===== config.mk =====
export PLATFORM = sky130hd
export DESIGN_NAME = phase_sequencer
export DESIGN_NICKNAME = d
export VERILOG_FILES = /design/src/rtl/phase_seq_pkg.sv /design/src/rtl/rise_detect.sv /design/src/rtl/phase_sequencer.sv
export SDC_FILE = /design/constraint.sdc
export NUM_CORES = 1
export LEC_CHECK = 0
export CAP_MARGIN = 25
export CORE_UTILIZATION = 61
export DETAILED_ROUTE_END_ITERATION = 12
export DONT_BUFFER_PORTS = 1
export GPL_TIMING_DRIVEN = 0
export PLACE_DENSITY = 0.77
export SYNTH_ARGS = -nofsm -noshare
export SYNTH_HDL_FRONTEND = slang
export SYNTH_SLANG_ARGS = --single-unit

===== constraint.sdc =====
create_clock -name clock -period 2.1 [get_ports clock]
set_input_delay 0.42 -clock clock [delete_from_list [all_inputs] [get_ports clock]]
set_output_delay 0.42 -clock clock [all_outputs]
set_load 0.05 [all_outputs]

===== src/rtl/phase_seq_pkg.sv =====
// Shared types and helpers for the phase sequencer: FSM state encoding and
// the one-hot phase decode used to build the phase-enable strobes.
package phase_seq_pkg;

  typedef enum logic [2:0] {
    ST_IDLE       = 3'd0,
    ST_RUN        = 3'd1,
    ST_STEP_PHASE = 3'd2,
    ST_STEP_INSTR = 3'd3,
    ST_HALTED     = 3'd4
  } phase_state_t;

  localparam int MAX_PHASES = 32;

  function automatic logic [MAX_PHASES-1:0] phase_onehot(input logic [4:0] idx);
    phase_onehot = {{(MAX_PHASES-1){1'b0}}, 1'b1} << idx;
  endfunction

endpackage


===== src/rtl/rise_detect.sv =====
// Rising-edge detector for a level request input: one history flop and an AND.
module rise_detect (
  input  logic clock,
  input  logic reset,
  input  logic i_d,
  output logic o_rise
);

  logic r_prev;

  // Previous-value register, cleared by the synchronous active-low reset
  always_ff @(posedge clock) begin
    if (!reset) begin
      r_prev <= 1'b0;
    end else begin
      r_prev <= i_d;
    end
  end

  assign o_rise = i_d & ~r_prev;

endmodule


===== src/rtl/phase_sequencer.sv =====
// Multi-phase controller: one-hot phase enables with free-run, phase-step and
// instruction-step modes; stop and halt take effect only at instruction end.
module phase_sequencer
  import phase_seq_pkg::*;
#(
  parameter int NUM_PHASES = 5,
  parameter int PHASE_W    = $clog2(NUM_PHASES),
  parameter int CNT_W      = 16
) (
  input  logic                  clock,
  input  logic                  reset,
  input  logic                  exec,
  input  logic                  step_phase,
  input  logic                  step_instr,
  input  logic                  halt,
  output logic                  register_reset,
  output logic [PHASE_W-1:0]    phase,
  output logic [NUM_PHASES-1:0] phase_en,
  output logic                  running,
  output logic                  halted,
  output logic [CNT_W-1:0]      instr_count
);

  localparam logic [PHASE_W-1:0] LAST_PHASE = PHASE_W'(NUM_PHASES - 1);

  phase_state_t       r_state, w_state_nxt;
  logic [PHASE_W-1:0] r_phase, w_phase_nxt;
  logic [CNT_W-1:0]   r_count, w_count_nxt;
  logic               r_stop_pend, w_stop_nxt;
  logic               r_halt_pend, w_halt_nxt;
  logic               w_exec_rise, w_sp_rise, w_si_rise;
  logic               w_active, w_last;

  rise_detect u_exec_rise (.clock(clock), .reset(reset), .i_d(exec),       .o_rise(w_exec_rise));
  rise_detect u_sp_rise   (.clock(clock), .reset(reset), .i_d(step_phase), .o_rise(w_sp_rise));
  rise_detect u_si_rise   (.clock(clock), .reset(reset), .i_d(step_instr), .o_rise(w_si_rise));

  assign w_active = (r_state == ST_RUN) || (r_state == ST_STEP_PHASE) ||
                    (r_state == ST_STEP_INSTR);
  assign w_last   = w_active && (r_phase == LAST_PHASE);

  // Next-state, phase advance, retire counting and pending-flag update
  always_comb begin
    w_state_nxt = r_state;
    w_phase_nxt = r_phase;
    w_count_nxt = r_count;
    w_stop_nxt  = r_stop_pend;
    w_halt_nxt  = r_halt_pend;

    if (w_active) begin
      if (w_last) begin
        w_phase_nxt = '0;
        w_count_nxt = r_count + CNT_W'(1);
        w_stop_nxt  = 1'b0;
        w_halt_nxt  = 1'b0;
      end else begin
        w_phase_nxt = r_phase + PHASE_W'(1);
        w_halt_nxt  = r_halt_pend | halt;
      end
    end else begin
      w_stop_nxt = 1'b0;
      w_halt_nxt = 1'b0;
    end

    case (r_state)
      ST_IDLE: begin
        if (w_exec_rise) begin
          w_state_nxt = ST_RUN;
        end else if (w_sp_rise) begin
          w_state_nxt = ST_STEP_PHASE;
        end else if (w_si_rise) begin
          w_state_nxt = ST_STEP_INSTR;
        end else begin
          w_state_nxt = ST_IDLE;
        end
      end
      ST_RUN: begin
        if (w_last) begin
          if (r_halt_pend || halt) begin
            w_state_nxt = ST_HALTED;
          end else if (r_stop_pend || w_exec_rise) begin
            w_state_nxt = ST_IDLE;
          end else begin
            w_state_nxt = ST_RUN;
          end
        end else begin
          w_stop_nxt = r_stop_pend | w_exec_rise;
        end
      end
      ST_STEP_PHASE: begin
        if (w_last && halt) begin
          w_state_nxt = ST_HALTED;
        end else begin
          w_state_nxt = ST_IDLE;
        end
      end
      ST_STEP_INSTR: begin
        if (!w_last) begin
          w_state_nxt = ST_STEP_INSTR;
        end else if (r_halt_pend || halt) begin
          w_state_nxt = ST_HALTED;
        end else begin
          w_state_nxt = ST_IDLE;
        end
      end
      ST_HALTED: begin
        w_state_nxt = ST_HALTED;
        w_phase_nxt = '0;
      end
      default: begin
        w_state_nxt = ST_IDLE;
        w_phase_nxt = '0;
      end
    endcase
  end

  // State, phase, counter and pending-flag registers
  always_ff @(posedge clock) begin
    if (!reset) begin
      r_state     <= ST_IDLE;
      r_phase     <= '0;
      r_count     <= '0;
      r_stop_pend <= 1'b0;
      r_halt_pend <= 1'b0;
    end else begin
      r_state     <= w_state_nxt;
      r_phase     <= w_phase_nxt;
      r_count     <= w_count_nxt;
      r_stop_pend <= w_stop_nxt;
      r_halt_pend <= w_halt_nxt;
    end
  end

  // Enables come from registered state only; never gated with the clock
  assign phase_en       = w_active ? NUM_PHASES'(phase_onehot(5'(r_phase))) : '0;
  assign register_reset = ~reset;
  assign phase          = r_phase;
  assign running        = w_active;
  assign halted         = (r_state == ST_HALTED);
  assign instr_count    = r_count;

endmodule


---- Word-level counts from Yosys, hierarchy flattened ----
Index checks and enable logic that the tools add are counted.
cells by class
  equal/unequal tests ..................... 6
  add/subtract/negate cells ............... 2
  mux-type cells .......................... 16
  shift-type cells ........................ 1
  bitwise gates (word level) .............. 10
  reduce and logical (&&, ||, !) cells .... 11
operators by type and width
  operator                                                               number
  3-bit two-way mux                                                      6
  16-bit by 1-bit adder with 16-bit output, second input constant        1
  3-bit one-hot mux with 5 select lines                                  1
  3-bit by 2-bit equality test with 1-bit output, second input constant  2
  3-bit equality test, second input constant                             2
  2-bit two-way mux                                                      3
  1-bit two-way mux                                                      5
  5-bit two-way mux                                                      1
  1-bit inverter                                                         5
  1-bit by 3-bit left shift with 5-bit output, first input constant      1
  1-bit logical OR                                                       4
  2-bit AND reduction                                                    2
  4-bit OR reduction                                                     1
  3-bit by 1-bit adder with 3-bit output, second input constant          1
  1-bit AND                                                              3
  3-bit by 1-bit equality test with 1-bit output, second input constant  1
  3-bit logical NOT                                                      1
  3-bit OR reduction                                                     1
  1-bit logical AND                                                      2
  2-bit != test, second input constant                                   1
  1-bit OR                                                               2
word-level totals
  output and inout port bits .............. 27
  register bits ........................... 27
  bits of input ports ..................... 6

---- Logic depth before layout (Yosys ltp) ----
  depth after elaboration ................. 8
  depth in mapped cells ................... 7

---- Cells and area by module ----
Synthesis repeated with hierarchy kept, for this count alone.
unflattened totals
  cells, all modules ...................... 150
  area total of the unflattened synthesis .. 1327.5 µm²
modules (own cells, without submodules)
  module           area each (µm²)  seq. area each (µm²)  cells an instance  times used
  phase_sequencer  1207.4           480.5                 141                1
  rise_detect      40.0             20.0                  3                  3

---- Worst setup path after synthesis ----
No wires, ideal clock.
  path type ............................... reg2out
  start point ............................. register r_state[0]
  end point ............................... output phase_en[0]
  slack ................................... -0.178 ns
  data arrival time ....................... 1.858 ns
  stages on the path, launching flop included .. 5
  cells stage by stage .................... dfxtp_1 -> o21bai_1 -> inv_1 -> clkbuf_1 -> and3_1
on the way
  longest elaborated chain between the ends .. 4
ends and longest elaborated chain
  item                                                                                                                     line                    text
  from (decl)                                                                                                              phase_sequencer.sv:26   phase_state_t r_state, w_state_nxt;
  from (signal assigned)                                                                                                   phase_sequencer.sv:126  r_state <= w_state_nxt;
  3-bit by 1-bit equality test with 1-bit output / 3-bit by 2-bit equality test with 1-bit output (equally long branches)  phase_sequencer.sv:38   assign w_active = (r_state == ST_RUN) || (r_state == ST_STEP_PHASE) ||
  1-bit logical OR                                                                                                         phase_sequencer.sv:38
  1-bit logical OR (*)                                                                                                     phase_sequencer.sv:38
  via running                                                                                                              phase_sequencer.sv:19   output logic running,
  5-bit two-way mux (*)                                                                                                    phase_sequencer.sv:135  assign phase_en = w_active ? NUM_PHASES'(phase_onehot(5'(r_phase))) : '0;
  to (decl)                                                                                                                phase_sequencer.sv:18   output logic [NUM_PHASES-1:0] phase_en,
Mark *: on every way through the listed nets, which the timed path passes. The rest lies on a longest branch.

---- Worst setup path in the final report ----
  start point ............................. register r_phase[0] (netlist: phase[0])
  end point ............................... output phase_en[4]
on the way
  longest elaborated chain between the ends .. 2
ends and longest elaborated chain
  item                                         line                    text
  from (decl)                                  phase_sequencer.sv:27   logic [PHASE_W-1:0] r_phase, w_phase_nxt;
  from (signal assigned)                       phase_sequencer.sv:127  r_phase <= w_phase_nxt;
  1-bit by 3-bit left shift with 5-bit output  phase_seq_pkg.sv:16     phase_onehot = {{(MAX_PHASES-1){1'b0}}, 1'b1} << idx;
  5-bit two-way mux                            phase_sequencer.sv:135
No other way between the ends.

==> flow_metrics.env <==
export IMPL_die_w_microns=48.0
export IMPL_drt_iter0_drc=7
export IMPL_h_tree_depth=1
export IMPL_setup_tns_ns=0
export IMPL_synthFlopType="dfxtp_1"
export IMPL_use_met1=0.280
export IMPL_ys_types=39
export IMPL_final_util=0.725
export IMPL_antenna_cells=0
export IMPL_clockRootBuffer="clkbuf_4"
export IMPL_power_density_nw_per_um2=669
export IMPL_cp_required_ns=1.68
export IMPL_top_usage_layer="met2"
export IMPL_grt_overflow=0
export IMPL_rrSetupSlack_ns=0.11
export IMPL_cts_tree="yes"
export IMPL_ir_drop_mv=0.536
export IMPL_status="complete, no violations"
export IMPL_areaGrowthSynthToFinish_pct=11.1
export IMPL_clock_latency_ns=0.32
export IMPL_ant_nets=0
export IMPL_worst_setup_path_end_kind="output pin"
export IMPL_grt_first_pass_wirelength_microns=3790
export IMPL_wl_per_cell_microns=14.3
export IMPL_fin_cells=182
export IMPL_hold_depth=1
export IMPL_relSlewSlack=0.328
export IMPL_final_cell_mix="nor2_1 (16), a21oi_1 (13), dfxtp_1 (13)"
export IMPL_finalHoldViolCount=0
export IMPL_syn_nets=163
export IMPL_path_class="flop to output pin"
export IMPL_clkTransAtPathRegs_ns=0.14
export IMPL_setup_ws_ns=0.0643
export IMPL_p_leak_nw=0.491
export IMPL_gp_congestion=0.718
export IMPL_ys_ff_latch=27
export IMPL_die_h_microns=48.0
export IMPL_synth_avg_cell_area_sq_um=8.56
export IMPL_hold_ws_ns=0.207
export IMPL_dr_pass1_iters=4
export IMPL_cts_sinks=27
export IMPL_stdcell_area_sq_um=1440
export IMPL_pre_cts_slack_ns=-0.191
export IMPL_wl_microns=2610
export IMPL_place_area_sq_um=1330
export IMPL_setup_viol=0
export IMPL_crit_path_start_kind="flop"
export IMPL_drcViolationCount=0
export IMPL_min_period_over_period=0.969
export IMPL_hp_class="primary input to flop"
export IMPL_grt_antenna_before_repair=0
export IMPL_synthesis_area_sq_um=1290
export IMPL_cts_hold_buffers=0
export IMPL_io_pins=33
export IMPL_yosysTopAreaCell="dfxtp_1"
export IMPL_vias=1083
export IMPL_hold_path_end="instr_count[9]$_SDFFE_PN0P_"
export IMPL_synth_edf_count=0
export IMPL_grt_max_degree=15
export IMPL_synthTopCellsByArea="dfxtp_1 (42%), ha_1 (5.8%), a21oi_1 (5.0%)"
export IMPL_yosys_area_top_type_share=0.418
export IMPL_core_sq_um=1980
export IMPL_synth_seq_area_share=0.418
export IMPL_cp_max_fo=6
export IMPL_r2r_cells=6
export IMPL_synthArstFlopShare=0
export IMPL_met3_usage=0.0642
export IMPL_numCtsBuffers=3
export IMPL_crit_arrival_ns=1.62
export IMPL_yosys_warnings=0
export IMPL_dpl_hpwl_microns=1900
export IMPL_start_util=0.652
export IMPL_grt_pass1_vias=936
export IMPL_vias_per_cell=5.95
export IMPL_fmaxAchievable_mhz=491
export IMPL_fin_skew_ns=0.00462
export IMPL_r2r_end="instr_count[8]$_SDFFE_PN0P_"
export IMPL_p_total_mw=0.960
export IMPL_fill_cells=160
export IMPL_worst_slew_pin_slew_ns=1.01
export IMPL_final_common_cell="nor2_1"
export IMPL_timing_rr_start="phase[0]$_SDFFE_PN0P_"
export IMPL_dieArea_sq_um=2310
export IMPL_use_met2=0.403
export IMPL_clockBufferDepth=2
export IMPL_layout_drive_gt1_share=0.226
export IMPL_synthCells=151
export IMPL_fin_nets=168
export IMPL_io_buffer_count=0
export IMPL_dp_cells=178
export IMPL_maxSlewViolCount=0
export IMPL_min_from="reset"
export IMPL_fin_crit_ns=2.04
export IMPL_rows=16
export IMPL_gr_usage_all_layers=0.239
export IMPL_cap_violations=0
registers in the layout, indices dropped and copies added (netlist names):
register	flops
instr_count	16
phase	3
r_state	3
r_halt_pend	1
r_stop_pend	1
u_exec_rise.r_prev	1
u_si_rise.r_prev	1
u_sp_rise.r_prev	1
critical path: stages, from the launching register on:
cell and delay (ns):
dfxtp_4 0.44, inv_1 0.15, ha_4 0.19, nand2_2 0.11, nor2_4 0.39
timing repair:
action	4_1_cts	5_1_grt
buffers inserted	0	1
cloned	0	0
pin swaps	1	2
gates resized for setup	28	4
endpoints found under the setup margin	15	10
endpoints found under the hold margin	0	0
logic make-up (layout without fill, tap and decap cells):
group / after synthesis / count (layout) / share of synthesized area
compound gates: 29 / 29 / 0.139
xor+xnor: 8 / 8 / 0.0542
fa+ha+maj: 6 / 6 / 0.0581
buf+inv: 13 / 17 / 0.0377
flops: 27 / 27 / 0.418
simple gates: 68 / 68 / 0.292
cell type report:
type	instances	area, sq um	area share
Multi-Input combinational cell	111	757	0.527
Sequential cell	27	563	0.392
Inverter	10	37.5	0.0261
Tap cell	27	33.8	0.0235
Clock buffer	4	26.3	0.0183
Buffer	2	11.3	0.00784
Timing Repair Buffer	1	7.51	0.00523
where the power goes:
part	switching [mW]	internal [mW]	total, mW
registers	0.0414	0.531	0.572
logic	0.109	0.0551	0.164
clock network	0.150	0.0744	0.224
total	0.300	0.660	0.960
worst max path at each step:
| stage | end | startpoint | slack [ns] | cells past startpoint |
|---|---|---|---|---|
| after CTS | instr_count[15]$_SDFFE_PN0P_ | phase[0]$_SDFFE_PN0P_ | 0.01 | 7 |
| after global placement | instr_count[15]$_SDFFE_PN0P_ | phase[0]$_SDFFE_PN0P_ | -0.13 | 7 |
| after floorplan | instr_count[15]$_SDFFE_PN0P_ | phase[0]$_SDFFE_PN0P_ | 0.03 | 7 |
| final | phase_en[4] | phase[0]$_SDFFE_PN0P_ | 0.06 | 4 |
| after global routing | phase_en[4] | phase[0]$_SDFFE_PN0P_ | -0.01 | 4 |
| after detailed placement | instr_count[15]$_SDFFE_PN0P_ | phase[0]$_SDFFE_PN0P_ | -0.19 | 7 |
metal layers:
layer | up-vias | wire, microns
met5 | - | 0
met4 | 0 | 38
met3 | 4 | 118
met2 | 26 | 1330
met1 | 517 | 1120
li1 | 536 | -
synthesized netlist by cell type, types with 2 or more instances:
cell	number
and3_1	3
ha_1	6
nor4_1	2
nor2b_1	2
clkbuf_1	2
inv_1	9
o31ai_1	4
xor2_1	4
nand2_1	9
o21ai_0	5
a21oi_1	13
nand2b_1	4
and2_1	6
nor2_1	17
dfxtp_1	27
nor3_1	4
nand3_1	7
or4_1	3
xnor2_1	4
(Power assumes the default switching activity.)
